**src/rtl/pwm_dac_pkg.sv**
```systemverilog
// Shared synth constants: sample width, prescaler width, run mode.
// Also used by the wave generator so sample ranges stay in step.
package pwm_dac_pkg;

    localparam int WAVE_DEPTH = 8;
    localparam int WAVE_MAX   = (1 << WAVE_DEPTH) - 1;
    localparam int DIV_WIDTH  = 4;

    typedef enum logic {
        IDLE = 1'b0,
        RUN  = 1'b1
    } mode_t;

endpackage

```
**src/rtl/pwm_dac_tick_divider.sv**
```systemverilog
// Prescaler: one-clock step every divider+1 clocks while enabled.
// Reused for the envelope rate; divider is sampled live.
module tick_divider
    import pwm_dac_pkg::*;
#(
    parameter int DW = DIV_WIDTH
) (
    input  logic          clk,
    input  logic          rst_n,
    input  logic          enable,
    input  logic [DW-1:0] divider,
    output logic          step
);

    logic [DW-1:0] cnt;

    assign step = enable && (cnt == divider);

    // count 0..divider; a divider lowered under the count wraps at max
    always_ff @(posedge clk or negedge rst_n) begin
        if (!rst_n) begin
            cnt <= '0;
        end else if (!enable || step) begin
            cnt <= '0;
        end else begin
            cnt <= cnt + 1'b1;
        end
    end

endmodule

```
**src/rtl/pwm_dac.sv**
```systemverilog
// Voice output stage: double-buffered samples rendered as PWM duty.
// One sample per PWM period; starvation raises a sticky underrun.
module pwm_dac
    import pwm_dac_pkg::*;
#(
    parameter int WD = WAVE_DEPTH,
    parameter int DW = DIV_WIDTH
) (
    input  logic          clk,
    input  logic          rst_n,
    input  logic [WD-1:0] sample,
    input  logic          sample_valid,
    output logic          sample_ready,
    input  logic [DW-1:0] divider,
    input  logic          enable,
    input  logic          underrun_clear,
    output logic          pwm_out,
    output logic          sample_tick,
    output logic          underrun
);

    localparam int            WMAX = (1 << WD) - 1;
    localparam logic [WD-1:0] LAST = WD'(WMAX - 1);

    mode_t         mode;
    logic          run;
    logic          step;
    logic          boundary;
    logic          accept;
    logic          hold_valid;
    logic [WD-1:0] hold;
    logic [WD-1:0] cnt;
    logic [WD-1:0] cnt_nxt;
    logic [WD-1:0] active;
    logic [WD-1:0] active_nxt;

    tick_divider #(
        .DW(DW)
    ) u_div (
        .clk    (clk),
        .rst_n  (rst_n),
        .enable (enable),
        .divider(divider),
        .step   (step)
    );

    assign sample_ready = !hold_valid;
    assign accept       = sample_valid && !hold_valid;
    assign boundary     = step && (cnt == LAST);
    assign run          = (mode == RUN);

    // mode follows enable on the edge where it is sampled
    always_comb begin
        mode = IDLE;
        unique case (1'b1)
            enable:  mode = RUN;
            default: mode = IDLE;
        endcase
    end

    // next PWM position and next active duty
    always_comb begin
        cnt_nxt    = cnt;
        active_nxt = active;
        if (!run || boundary) begin
            cnt_nxt = '0;
        end else if (step) begin
            cnt_nxt = cnt + 1'b1;
        end
        if (boundary && hold_valid) begin
            active_nxt = hold;
        end
    end

    // PWM position and duty registers
    always_ff @(posedge clk or negedge rst_n) begin
        if (!rst_n) begin
            cnt    <= '0;
            active <= '0;
        end else begin
            cnt    <= cnt_nxt;
            active <= active_nxt;
        end
    end

    // holding register: fill on accept, drain on boundary
    always_ff @(posedge clk or negedge rst_n) begin
        if (!rst_n) begin
            hold       <= '0;
            hold_valid <= 1'b0;
        end else if (accept) begin
            hold       <= sample;
            hold_valid <= 1'b1;
        end else if (boundary) begin
            hold_valid <= 1'b0;
        end
    end

    // outputs use next values so tick lines up with the new duty
    always_ff @(posedge clk or negedge rst_n) begin
        if (!rst_n) begin
            pwm_out     <= 1'b0;
            sample_tick <= 1'b0;
            underrun    <= 1'b0;
        end else begin
            pwm_out     <= run && (active_nxt > cnt_nxt);
            sample_tick <= boundary;
            if (boundary && !hold_valid) begin
                underrun <= 1'b1;
            end else if (underrun_clear) begin
                underrun <= 1'b0;
            end
        end
    end

endmodule

```
**config.mk**
```make
export PLATFORM = sky130hd
export DESIGN_NAME = pwm_dac
export DESIGN_NICKNAME = d
export VERILOG_FILES = /design/src/rtl/pwm_dac_pkg.sv /design/src/rtl/pwm_dac_tick_divider.sv /design/src/rtl/pwm_dac.sv
export SDC_FILE = /design/constraint.sdc
export NUM_CORES = 1
export LEC_CHECK = 0
export BUFFER_PORTS_ARGS = -buffer_cell sky130_fd_sc_hd__buf_2
export CAP_MARGIN = 20
export CELL_PAD_IN_SITES_DETAIL_PLACEMENT = 0
export CELL_PAD_IN_SITES_GLOBAL_PLACEMENT = 1
export CORE_MARGIN = 2
export CORE_UTILIZATION = 41
export DETAILED_ROUTE_END_ITERATION = 8
export HOLD_SLACK_MARGIN = 0.05
export PLACE_DENSITY_LB_ADDON = 0.05
export SETUP_SLACK_MARGIN = 0.05
export SYNTH_ARGS = -nofsm -noshare
export SYNTH_HDL_FRONTEND = slang
export SYNTH_HIERARCHICAL = 1
export SYNTH_SLANG_ARGS = --single-unit
```
**constraint.sdc**
```tcl
create_clock -name clk -period 2.41 [get_ports clk]
set_input_delay 0.1205 -clock clk [delete_from_list [all_inputs] [get_ports clk]]
set_output_delay 0.1205 -clock clk [all_outputs]
set_load 0.02 [all_outputs]
```
==> out/metrics.yaml, run 1 <==
synthFlopType: "dfrtp_1"
grt_max_degree: 33
antenna_found_initial: 0
stdcell_count: 222
syn_area_um2: 1600
power_leakage_nw: 1.03
clkSlewWorstSetupHoldPaths_ns: 0.06
endpoint_kind: "flop"
clk_latency_ns: 0.28
wl_met3_um: 135
dp_cells: 207
slew_viol_final: 0
gr-total-overflow: 0
drive_gt1_share_pct: 40.8
final_nets: 201
synthCells: 132
maxCapViolations: 0
rows: 22
design_area_um2: 2020
finalSetupTns_ns: 0
synth_seq_cells: 32
die_y_um: 66.6
wl_per_cell_um: 14.0
yosys_warnings: 6
placed_area_um2: 1830
finalHoldViolCount: 0
cts_num_sinks: 32
synth_top_area_share_pct: 49.9
gp_congestion: 0.786
worstHoldStart: "sample[3]"
r2r-start: "u_div/cnt[3]$_DFF_PN0_"
fin_ws_ns: 0.00106
crit_type: "reg2reg"
total_power_mw: 1.08
grt_pass1_wl_um: 5470
grt_usage_pct: 17.1
via_per_inst: 4.82
wl_met2_um: 1390
ant_nets: 0
dp_hpwl_um: 2300
cts_root_buffer: "clkbuf_8"
io_pins: 21
fin_worst_skew_ns: 0.00625
synth_area_leader_cell: "dfrtp_1"
drc: 0
holdWs_ns: 0.0703
synth_nets: 160
area_growth_pct: 26.0
cp.arrival_ns: 2.61
period_needed_ns: 2.41
peakVddDrop_mv: 0.271
core_area_um2: 3720
crit_fanout: 5
fin_crit_sh_pct: 100
cts_buffers: 5
yosysSeqAreaShare_pct: 49.9
hold_path_class: "in2reg"
fmax_mhz: 415
rsz0062_at_grt: "yes"
final_util_pct: 54.4
yosysUniqueCellTypes: 31
top_layer: "met4"
die-area_um2: 4430
post-place-ws_ns: -0.120
dr.pass1.iters: 6
worst_slew_pin_slew_ns: 0.716
met1_length_um: 1540
vias: 1070
cts_tree: "done"
required_ns: 2.61
synth_edf_count: 0
die_w_um: 66.6
grt_pass1_vias: 1139
status: "finished clean"
antenna_cells: 0
yosysMostFrequentCell: "dfrtp_1"
start_kind: "flop"
routed_wl_um: 3110
ys_top_cells_by_count: "dfrtp_1, mux2_2, ha_1"
async_flop_share_pct: 100
cts_htree_levels: 2
cts_max_path_buffers: 2
port-buffer-count: 20
max_slew_margin_pct: 52.3
finalSetupViolCount: 0
avgSynthCellArea_um2: 12.2
crit_start: "u_div/cnt[3]$_DFF_PN0_"
power_density_nw_per_um2: 536
ys_top_cells_by_area: "dfrtp_1, mux2_2, ha_1, xor2_1, xnor2_1"
first_iter_violations: 56
initial_core_util_pct: 43.2
-- critical path: stages, from the launching register on --
cell	delay, ns
dfrtp_1	0.41
xnor2_2	0.17
nand4_2	0.12
nor2_2	0.12
and4_4	0.28
nand3_1	0.10
xor2_1	0.17
or2_1	0.23
ha_1	0.30
nand4_1	0.13
a21o_1	0.18
a31oi_1	0.12
-- layer usage --
layer	up-vias	global-route usage, %
met4	0	7.65
met1	500	22.3
met3	5	4.56
met2	25	26.4
li1	540	-
met5	-	0
-- final cells by class --
cell class	instances	area, um2
inverter	8	30.0
sequential	32	801
multi-input combinational	90	815
fill	348	1700
tap	48	60.1
timing repair buffer	36	225
clock buffer	8	90.1
-- state kept, by name, indices dropped and copies added (netlist names) --
signal	count
u_div/cnt	4
hold_valid	1
pwm_out	1
active	8
cnt	8
sample_tick	1
underrun	1
hold	8
-- path summary, 6_finish.rpt --
check / cells after the start / slack, ns / end
setup reg to reg: 11 / 0.001 / pwm_out$_DFF_PN0_
min in group asynchronous: 2 / 0.43 / cnt[5]$_DFF_PN0_
hold reg to reg: 2 / 0.49 / active[0]$_DFF_PN0_
setup / recovery: 11 / 0.001 / pwm_out$_DFF_PN0_
hold / removal: 2 / 0.07 / hold[3]$_DFFE_PN0P_
max in group asynchronous: 2 / 1.53 / u_div/cnt[1]$_DFF_PN0_
-- where the power goes --
part           internal (mW)  switching (mW)
sequential             0.560          0.0132
combinational         0.0556          0.0437
clock                  0.232           0.178
total                  0.848           0.235
-- logic make-up (layout without fill, tap and decap cells) --
family	Yosys count	in the layout	share of synthesized area (%)
AOI/OAI and AO/OA	9	9	3.59
buffers and inverters	11	52	3.59
DFF	32	32	49.9
and+or+nand+nor	39	40	15.4
adders and majority gates	11	11	8.58
muxes	17	17	11.8
xor gates and xnor gates	13	13	7.10
-- repair_timing --
action,in CTS,in global routing
setup buffers,4,0
setup endpoints to repair,1,1
pin swaps,7,1
hold buffers,2,0
cloned,1,0
gates resized for setup,2,4
endpoints found under the hold margin,33,0
-- cells in the final DEF, fill, tap and decap left out, drive strengths merged --
| master | instances |
|---|---|
| buf | 34 |
| dfrtp | 32 |
| mux2 | 15 |
| ha | 11 |
| inv | 8 |
| nor2 | 8 |
| clkbuf | 8 |
| nand3 | 8 |
| xor2 | 7 |
| or2 | 6 |
| xnor2 | 6 |
| and3 | 5 |
| nand4 | 5 |
| nand2 | 3 |
| mux2i | 2 |
| a21o | 2 |
| a21oi | 2 |
| nor2b | 2 |
| dlygate4sd3 | 2 |
| and4 | 2 |
| o211ai | 1 |
| o21ai | 1 |
| a31oi | 1 |
| o21a | 1 |
| o22ai | 1 |
| nor3b | 1 |
Power figures use the tool's default switching activity.
==> run 2, diff against run 1 <==
Settings changed: CORE_MARGIN 2 to 5.
==> run 2 against run 1 <==
Net effect: count of clock-buffer cells in the layout decreased by 1; worst hold slack about the same; first-iteration DRC count decreased by 46%; setup slack got worse by 0.038 ns; critical endpoint unchanged; the run now ends with setup timing left; sequential power about the same; critical path depth unchanged; via count increased by 1.3%.
==> out/metrics.yaml, run 2 (synthesis gave the netlist of run 1 again) <==
power_density_nw_per_um2: 549
dp_hpwl_um: 2340
maxCapViolations: 0
final_cell_mix: "dfrtp_1, buf_2, mux2_2, buf_4, ha_1"
design_area_um2: 2020
gr-total-overflow: 0
ant_nets: 0
cp.arrival_ns: 2.61
pwr-share-comb_pct: 9.0
swShare_pct: 21.5
max_slew_margin_pct: 53.3
gp_congestion: 0.787
placed_area_um2: 1830
slew_viol_final: 0
violations: "setup timing"
cts_num_sinks: 32
die-area_um2: 5260
finalSetupTns_ns: -0.0370
cpMaxStageDelayCell: "dfrtp_1"
initial_core_util_pct: 43.2
first_iter_violations: 30
routed_wl_um: 3160
endpoint_kind: "flop"
dr.pass1.iters: 4
worst_slew_pin_slew_ns: 0.701
status: "complete, but fails checks"
cts_max_path_buffers: 2
antenna_cells: 0
path_cells: "xnor2_2 > nand4_2 > nor2_2 > and4_4 > nand3_4 > mux2_4 > ha_4 > nor2b_4 > o211ai_1 > a21o_1 > a31oi_1"
required_ns: 2.57
hold_path_class: "in2reg"
peakVddDrop_mv: 0.251
layout.cells.most_common: "dfrtp_1"
fin_worst_skew_ns: 0.00413
via_per_inst: 4.90
finalHoldViolCount: 0
fin_crit_sh_pct: 102
drc: 0
period_needed_ns: 2.45
final_util_pct: 54.3
finalSetupViolCount: 1
clkSlewWorstSetupHoldPaths_ns: 0.06
total_power_mw: 1.11
final_nets: 201
io_pins: 21
p_sw_uw: 238
die_w_um: 72.6
internal-power_uw: 869
wl_per_cell_um: 14.3
fin_ws_ns: -0.0370
cts_root_buffer: "clkbuf_8"
crit_fanout: 5
cts_buffers: 5
start_kind: "flop"
rsz0062_at_grt: "yes"
power_leakage_nw: 1.05
core_area_um2: 3720
seq_power_share_pct: 51.6
area_growth_pct: 25.7
drive_gt1_share_pct: 41.6
crit_type: "reg2reg"
antenna_found_initial: 0
largestRegisters: "active x8, cnt x8, hold x8"
grt_pass1_wl_um: 5460
cts_tree: "done"
cts_htree_levels: 2
clkPwrFrac_pct: 39.3
rows: 22
grt_usage_pct: 13.8
post-place-ws_ns: -0.159
grt_pass1_vias: 1144
vias: 1084
port-buffer-count: 20
fmax_mhz: 409
die_y_um: 72.6
clk_latency_ns: 0.28
slowest_delay_ns: 0.40
grt_max_degree: 33
==> run 2: cell types whose count changed in the layout (fill, tap and decap cells not counted), sizes merged <==
| cell | change |
|---|---|
| clkbuf | -1 |
==> run 2: repair_timing <==
item	in CTS	in global routing
gates resized for setup	3	3
setup endpoints to repair	1	1
pin swaps	6	1
hold endpoints to repair	33	0
cloned	1	0
hold buffers	2	0
buffers inserted	4	0
==> run 2: final timing paths <==
| kind | endpoint | from | slack, ns | depth (start not counted) |
|---|---|---|---|---|
| min in group asynchronous | u_div/cnt[0]$_DFF_PN0_ | rst_n | 0.42 | 2 |
| max in group asynchronous | hold[4]$_DFFE_PN0P_ | rst_n | 1.53 | 2 |
| worst min register to register | active[0]$_DFF_PN0_ | active[0]$_DFF_PN0_ | 0.49 | 2 |
| worst max-delay path | pwm_out$_DFF_PN0_ | u_div/cnt[3]$_DFF_PN0_ | -0.04 | 11 |
| worst max register to register | pwm_out$_DFF_PN0_ | u_div/cnt[3]$_DFF_PN0_ | -0.04 | 11 |
| worst min-delay path | hold_valid$_DFFE_PN0P_ | sample_valid | 0.07 | 2 |
==> run 2: per-layer routing <==
layer	routed length [um]	vias up	part of all wire, %	GRT usage (%)
li1	-	544	-	-
met1	1520	516	48	18.9
met2	1430	20	45	20.2
met3	169	4	5.4	4.85
met4	31	0	0.98	4.92
met5	0	-	0	0
==> run 2: through the flow <==
stage | std cells | hold slack (ns)
after floorplan | 132 | -0.175
after global placement | 207 | 0.206
after detailed placement | 207 | 0.215
after CTS | 221 | 0.0643
after global routing | 221 | 0.0652
final | 221 | 0.0703
==> run 2: worst max-delay path, delay by kind of cell (launching register included) <==
family / cells / cell delay, ns
compound gates: 3 / 0.36
xor+xnor: 1 / 0.18
fa+ha+maj: 1 / 0.25
flops: 1 / 0.40
mux: 1 / 0.35
simple gates: 5 / 0.78
==> run 2: area by class of cell <==
class                   count  area, um2
well taps                  48       60.1
repair buffers             36        225
inverters                   8       30.0
clock buffers               7       96.3
flip-flops and latches     32        801
multi-input cells          90        805
fillers                   316       1700
==> run 2: power groups by stage <==
stage          clock (mW)  combinational, mW  sequential (mW)
2_1_floorplan           0             0.0442            0.581
3_3_place_gp            0             0.0867            0.581
3_5_place_dp            0             0.0909            0.582
4_1_cts             0.451             0.0992            0.572
5_1_grt             0.478              0.113            0.575
6_report            0.435              0.100            0.572
==> run 3, diff against run 2 <==
Settings changed: CORE_UTILIZATION 41 to 37.
==> run 3 against run 2 <==
Net effect: the run still ends with setup timing left; clock power increased by 18%; maximum frequency shrank 1.0%; combinational power about the same.
==> out/metrics.yaml, run 3 (synthesis gave the netlist of run 1 again) <==
routed_wl_um: 3170
grt_usage_pct: 13.0
max_slew_margin_pct: 52.0
via_per_inst: 4.71
hold_depth: 2
fin_worst_skew_ns: 0.00957
period_needed_ns: 2.47
die-area_um2: 5750
register_area_um2: 801
worstHoldStart: "sample[1]"
swShare_pct: 22.2
largestRegisters: "active x8, cnt x8, hold x8"
r2r-end: "pwm_out$_DFF_PN0_"
cts_num_sinks: 32
die_y_um: 75.8
hold_path_class: "in2reg"
gr-usage-met2_pct: 20.1
cts_root_buffer: "clkbuf_8"
grt_pass1_vias: 1184
peakVddDrop_mv: 0.225
ff2ff_path_depth: 11
p_sw_uw: 264
layout.cells.most_common: "dfrtp_1"
vias: 1079
maxCapViolations: 0
finalSetupTns_ns: -0.0619
seq_power_share_pct: 48.4
endpoint_kind: "flop"
dp_cells: 212
fmax_mhz: 405
use_met3_pct: 4.49
power_density_nw_per_um2: 578
area_growth_pct: 27.8
fillCellCount: 409
crit_fanout: 8
multi_input_area_um2: 779
wl_per_cell_um: 13.8
cts_buffers: 5
clkPwrFrac_pct: 43.1
rows: 24
required_ns: 2.62
top_usage_layer: "met2"
final_cell_mix: "dfrtp_1, buf_2, buf_4, mux2_2, ha_1"
crit_type: "reg2reg"
fin_ws_ns: -0.0619
r2r-start: "u_div/cnt[0]$_DFF_PN0_"
grt_pass1_wl_um: 5380
initial_core_util_pct: 37.4
ant_nets: 0
power_leakage_nw: 1.05
io_pins: 21
clkSlewWorstSetupHoldPaths_ns: 0.07
gr-total-overflow: 0
r2r_slack_ns: -0.06
drc: 0
start_kind: "flop"
rsz0062_at_grt: "yes"
total_power_mw: 1.19
antenna_cells: 0
min_to: "hold[1]$_DFFE_PN0P_"
internal-power_uw: 922
core_area_um2: 4290
stdcell_count: 229
finalHoldViolCount: 0
pwr-share-comb_pct: 8.5
grt_max_degree: 33
finalSetupViolCount: 1
first_iter_violations: 24
cts_tree: "done"
dr.pass1.iters: 4
violations: "setup timing"
port-buffer-count: 20
cp.arrival_ns: 2.68
use_met1_pct: 16.5
gp_congestion: 0.731
slew_viol_final: 0
fin_crit_sh_pct: 103
dp_hpwl_um: 2410
cts_max_path_buffers: 2
clk_latency_ns: 0.29
worst_slew_pin_slew_ns: 0.720
status: "complete, but fails checks"
cts_htree_levels: 2
final_nets: 204
crit_start: "u_div/cnt[0]$_DFF_PN0_"
drive_gt1_share_pct: 40.1
antenna_found_initial: 0
die_w_um: 75.8
run 3: cell count changes in the layout (fill, tap and decap cells not counted), sizes merged:
| cell | before | now |
|---|---|---|
| dlygate4sd3 | 2 | 5 |
| clkbuf | 7 | 5 |
| buf | 34 | 35 |
| bufinv | 0 | 1 |
| clkinv | 0 | 1 |
| clkinvlp | 0 | 1 |
| nand3 | 8 | 7 |
run 3: routing by layer:
layer	wire length [um]	share of wire [%]
met5	0	0
met3	198	6.3
met2	1410	44
met4	52	1.6
met1	1510	48
run 3: per-stage QoR:
stage | area [um2] | util (%) | hold WS, ns | worst slack [ns]
2_1_floorplan | 1620 | - | -0.175 | -0.0854
3_3_place_gp | 1840 | 42.9 | 0.218 | -0.0524
3_5_place_dp | 1840 | 42.9 | 0.228 | -0.169
4_1_cts | 2030 | 47.4 | 0.0503 | -0.0932
5_1_grt | 2050 | 47.7 | 0.0542 | -0.231
6_report | 2050 | 47.7 | 0.0583 | -0.0619
run 3: worst max path at each step:
stage,end,slack (ns),cells after the start
final,pwm_out$_DFF_PN0_,-0.06,11
after floorplan,pwm_out$_DFF_PN0_,-0.09,12
after global routing,pwm_out$_DFF_PN0_,-0.23,11
after detailed placement,pwm_out$_DFF_PN0_,-0.17,11
after global placement,pwm_out$_DFF_PN0_,-0.05,11
after CTS,pwm_out$_DFF_PN0_,-0.09,11
run 3: critical path: stages (launching register included):
cell and delay, ns:
dfrtp_1 0.39, xnor2_1 0.17, nand4_2 0.15, nor2_2 0.13, and4_4 0.26, nand3_4 0.14, buf_4 0.18, mux2_2 0.28
ha_1 0.29, nand4_1 0.10, a21o_1 0.17, a31oi_1 0.12
run 3: repair_timing:
item	4_1_cts	5_1_grt
setup buffers	4	0
endpoints found under the hold margin	36	0
hold buffers	5	0
pin swaps	4	1
endpoints found under the setup margin	1	1
resized for setup	1	3
cloned	0	0
run 3: cell type report:
| class | instances | area share, % |
|---|---|---|
| flip-flops and latches | 32 | 39.1 |
| repair buffers | 40 | 12.8 |
| clock buffers | 5 | 3.36 |
| inverters | 8 | 1.47 |
| multi-input cells | 89 | 38.0 |
| well taps | 52 | 3.17 |
| clock inverters | 3 | 2.08 |
run 3: power groups by stage:
stage	clock network, mW	logic (mW)	registers (mW)
2_1_floorplan	0	0.0442	0.581
3_3_place_gp	0	0.0876	0.581
3_5_place_dp	0	0.0915	0.583
4_1_cts	0.529	0.0995	0.573
5_1_grt	0.549	0.112	0.577
6_report	0.512	0.101	0.573
